===== src/rtl/sat_counter.sv =====
// Up-counter that sticks at all-ones instead of wrapping.
module sat_counter #(
  parameter int WIDTH = 16
) (
  input  logic             clk,
  input  logic             rst_n,
  input  logic             inc,
  output logic [WIDTH-1:0] count
);

  always_ff @(posedge clk or negedge rst_n) begin
    if (!rst_n) begin
      count <= '0;
    end else if (inc && (count != '1)) begin
      count <= count + 1'b1;
    end
  end

endmodule


===== config.mk =====
export PLATFORM = sky130hd
export DESIGN_NAME = sat_counter
export DESIGN_NICKNAME = d
export VERILOG_FILES = /design/src/rtl/sat_counter.sv
export SDC_FILE = /design/constraint.sdc
export NUM_CORES = 1
export LEC_CHECK = 0
export BUFFER_PORTS_ARGS = -buffer_cell sky130_fd_sc_hd__buf_2
export CAP_MARGIN = 10
export CELL_PAD_IN_SITES_DETAIL_PLACEMENT = 1
export CELL_PAD_IN_SITES_GLOBAL_PLACEMENT = 1
export CORE_UTILIZATION = 46
export CTS_BUF_LIST = sky130_fd_sc_hd__clkbuf_2
export DETAILED_ROUTE_END_ITERATION = 10
export HOLD_SLACK_MARGIN = 0.1
export PLACE_DENSITY = 0.84
export SYNTH_ARGS = -nofsm -noshare
export SYNTH_HDL_FRONTEND = slang
export SYNTH_SLANG_ARGS = --single-unit

===== constraint.sdc =====
create_clock -name clk -period 3.36 [get_ports clk]
set_clock_uncertainty 0.1 [all_clocks]
set_input_delay 0.672 -clock clk [delete_from_list [all_inputs] [get_ports clk]]
set_output_delay 0.672 -clock clk [all_outputs]
set_load 0.02 [all_outputs]

# Word-level counts from Yosys, hierarchy flattened
# Index checks and enable logic that the tools add are counted.
dict set report word_totals {
  ff_bits 16
  input_bits 3
  output_inout_bits 16
  wordCells 4
}
dict set report classes {
  n_addsub 1
  eq_ne 1
  n_reduce_logical 1
}
# cell count
set op_table {}
lappend op_table {{$add A16 B1 Y16 const B} 1}
lappend op_table {{$ne A16 B16 Y1 const B} 1}
lappend op_table {{$logic_and A1 B1 Y1} 1}

# Depth between registers and ports, before layout
dict set report logic_depth {
  depth_word 2
  depth_mapped 5
  mapped_depth_nobuf 5
}

# Worst setup path before layout
# Ideal clock, no wire load.
dict set report synth_path {
  path_type {flip-flop to flip-flop}
  from {register count[13]}
  to {register count[1]}
  setup_ps 128
  arrival_ps 1471
  required_ps 3132
  slack_ps 1661
  path_stages_with_launch 5
  n_path_buf 0
  synth_period_minus_slack_ps 1699
  cell_sequence {dfrtp_1 > and4_1 > nand3_4 > o31ai_4 > mux2_1}
}
dict set report synth_via {
  elab_chain_cells 2
}
# item line
set synth_rtl {}
lappend synth_rtl {{start, declared} 8} ;# output logic [WIDTH-1:0] count
lappend synth_rtl {{start signal, assigned} 15} ;# count <= count + 1'b1;
lappend synth_rtl {{$ne A16 B16 Y1} 14} ;# end else if (inc && (count != '1)) begin
lappend synth_rtl {{$logic_and A1 B1 Y1} 14}
# Every way passes these cells.
# A chain may end at the register's enable or synchronous reset.

# Final worst setup path
dict set report layout_path {
  from {register count[2]}
  to {output count[2]}
}
# No word-level cell between the ends.

==> flow_summary.json <==
{
  "power.switching_mw": 0.238,
  "first_iter_violations": 16,
  "worstPathArrival_ns": 1.03,
  "slew_violations": 0,
  "start_util_pct": 49.2,
  "ant_nets": 0,
  "async_flop_share_pct": 100,
  "clkPwrFrac_pct": 15.2,
  "wl_met3_um": 52,
  "antennaDiodeCount": 0,
  "cts_made_buffers": 3,
  "cp_top_family": "flip-flops",
  "synthAdderAreaFrac_pct": 1.46,
  "io_buffers": 18,
  "pwr-share-comb_pct": 32.3,
  "drtPass1Iterations": 4,
  "p_seq_share_pct": 52.6,
  "syn_nets": 76,
  "switching_share_pct": 42.7,
  "top_regs": "count: 16 flops",
  "cts_setup_buffers": 0,
  "rrSetupSlack_ns": 1.57,
  "cap_violations": 0,
  "reg2reg_to": "count[10]$_DFFE_PN0P_",
  "die_h_um": 45.2,
  "drt-vias-per-instance": 5.98,
  "clock_latency_ns": 0.30,
  "synth_edf_count": 0,
  "core_area_mm2": 0.00175,
  "cts_hold_buf": 0,
  "intPower_mw": 0.319,
  "syn_inst": 72,
  "cts.path.max_buffers": 2,
  "wl_met2_mm": 1.06,
  "largest_register_ffs": 16,
  "synth_area_um2": 860,
  "core.rowCount": 15,
  "overflow": 0,
  "crit_chain": "buf_2",
  "worstSetupPathType": "register to output port",
  "cp.required_ns": 2.59,
  "yosysTopAreaCell": "dfrtp_1",
  "antenna_found_initial": 0,
  "setup_violations": 0,
  "clock_sinks": 16,
  "place_congestion": 0.874,
  "h-tree-depth": 1,
  "root_buffer": "clkbuf_2",
  "dieArea_mm2": 0.00205,
  "areaGrowthSynthToFinish_pct": 15.9,
  "hold_class": "primary input to asynchronous set/reset pin",
  "irDropWorstVdd_mv": 0.200,
  "wl_met1_um": 916,
  "synth-simple-area-share_pct": 30.3,
  "utilization_pct": 57.1,
  "drt_wl_total_mm": 2.04,
  "synth_seq_cells": 16,
  "end_kind": "output port",
  "slowest_stage": "dfrtp_1",
  "ys_top_cells_by_count": "16 x dfrtp_1, 8 x nand4_1, 5 x nand3_1, 5 x o21a_1, 5 x xnor2_1",
  "crit_fanout": 6,
  "yosysWarnings": 0,
  "max_stage_delay_ns": 0.51,
  "highest_layer": "met4",
  "hold_viol": 0,
  "fin_crit_ns": 1.80,
  "ys_types": 27,
  "leakage_nw": 0.461,
  "r2r_cells": 5,
  "fin_tns_setup_ns": 0,
  "status": "finished clean",
  "slew_headroom_pct": 75.1,
  "power_density_mw_per_mm2": 560,
  "timing.final.crit_share_pct": 53.6,
  "regMostFlops": "count",
  "rsz0062_at_grt": "no",
  "drc": 0,
  "grt_first_pass_wirelength_mm": 3.34,
  "synth-xor-area-share_pct": 7.13,
  "reg2reg_from": "count[0]$_DFFE_PN0P_",
  "synth-seq-area-share_pct": 46.6,
  "ios": 19,
  "cts_tree": "yes",
  "wl_per_cell_um": 17.3,
  "grt_start_max_net_pins": 17,
  "synth_mux_area_share_pct": 1.31,
  "dpl.hpwl_mm": 1.58,
  "synth_top_family_by_area": "simple AND/OR/NAND/NOR gates",
  "vias": 706,
  "synth_ff_type": "dfrtp_1",
  "synthTopCellsByArea": "dfrtp_1 47%, nand4_1 5.8%, xnor2_1 5.1%, nor4_4 4.9%, o21a_1 4.4%",
  "fmax_ghz": 0.555,
  "worst-path-buf-inv": 1,
  "synth_most_common_cell": "dfrtp_1",
  "clk_pin_slew_ns": 0.15,
  "grt_pass1_vias": 691,
  "nets": 99,
  "syn_area_per_cell_um2": 11.9,
  "cts_resized": 0,
  "synth_top_area_share_pct": 46.6,
  "tightest_slew_ns": 0.373,
  "drive_gt1_share_pct": 33.3,
  "die_w_um": 45.2,
  "critPathLaunchType": "register",
  "synth_compound_area_share_pct": 13.2,
  "grt_usage_pct": 23.5
}
==> layout by cell type (no fill, tap or decap), types with 2 or more instances in the layout <==
cell and count:
buf_2 18, dfrtp_1 16, nand4_1 8, nand3_1 5, o21a_1 5, xnor2_1 5, nand2_1 4, a21oi_1 3
a31oi_1 3, clkbuf_2 3, and3_1 2, nor2_1 2, xor2_1 2, nor4_4 2
==> cell families after synthesis <==
| group | count (synthesis) |
|---|---|
| xor+xnor | 7 |
| flops | 16 |
| simple gates | 32 |
| mux | 1 |
| fa+ha+maj | 1 |
| compound gates | 15 |
==> worst register-to-register path: stages (launching register included) <==
cell and delay (ns):
dfrtp_1 0.46, ha_1 0.36, nand2_1 0.21, nor3_2 0.24
nand4_1 0.15, xnor2_1 0.15
==> metal layers <==
layer	vias to the layer above	global-route usage (%)
met5	-	0
met3	2	4.00
li1	331	-
met2	18	40.3
met1	355	30.2
met4	0	6.67
==> power groups by stage <==
stage               logic (mW)  registers (mW)  clock network, mW
finish                   0.180           0.293             0.0845
global route             0.201           0.300             0.0973
CTS                      0.183           0.294             0.0856
detailed placement       0.182           0.298                  0
global placement         0.172           0.294                  0
floorplan               0.0725           0.331                  0
==> metrics by stage <==
stage | total power [mW] | std cells | hold slack [ns] | instance area (um^2) | setup WS, ns
6_report | 0.558 | 118 | 0.160 | 996 | 1.56
5_1_grt | 0.598 | 118 | 0.161 | 996 | 1.47
4_1_cts | 0.562 | 118 | 0.175 | 996 | 1.57
3_5_place_dp | 0.480 | 115 | 0.419 | 981 | 1.50
3_3_place_gp | 0.466 | 115 | 0.400 | 981 | 1.63
2_1_floorplan | 0.404 | 72 | 0.276 | 860 | 1.66
==> how the worst max path moves through the flow <==
stage	from	endpoint	slack, ns	cells past startpoint
after CTS	count[2]$_DFFE_PN0P_	count[2]	1.57	1
after detailed placement	inc	count[7]$_DFFE_PN0P_	1.50	5
final	count[2]$_DFFE_PN0P_	count[2]	1.56	1
after floorplan	count[13]$_DFFE_PN0P_	count[1]$_DFFE_PN0P_	1.66	4
after global routing	count[0]$_DFFE_PN0P_	count[10]$_DFFE_PN0P_	1.47	5
after global placement	inc	count[7]$_DFFE_PN0P_	1.63	5
==> cell type report <==
type                       count  area, um^2
multi-input combinational     56         459
tap                           25        31.3
clock buffer                   3        15.0
sequential                    16         400
timing repair buffer          18        90.1
fill                         211         749
Note: power is estimated with default switching activity, not from simulation.
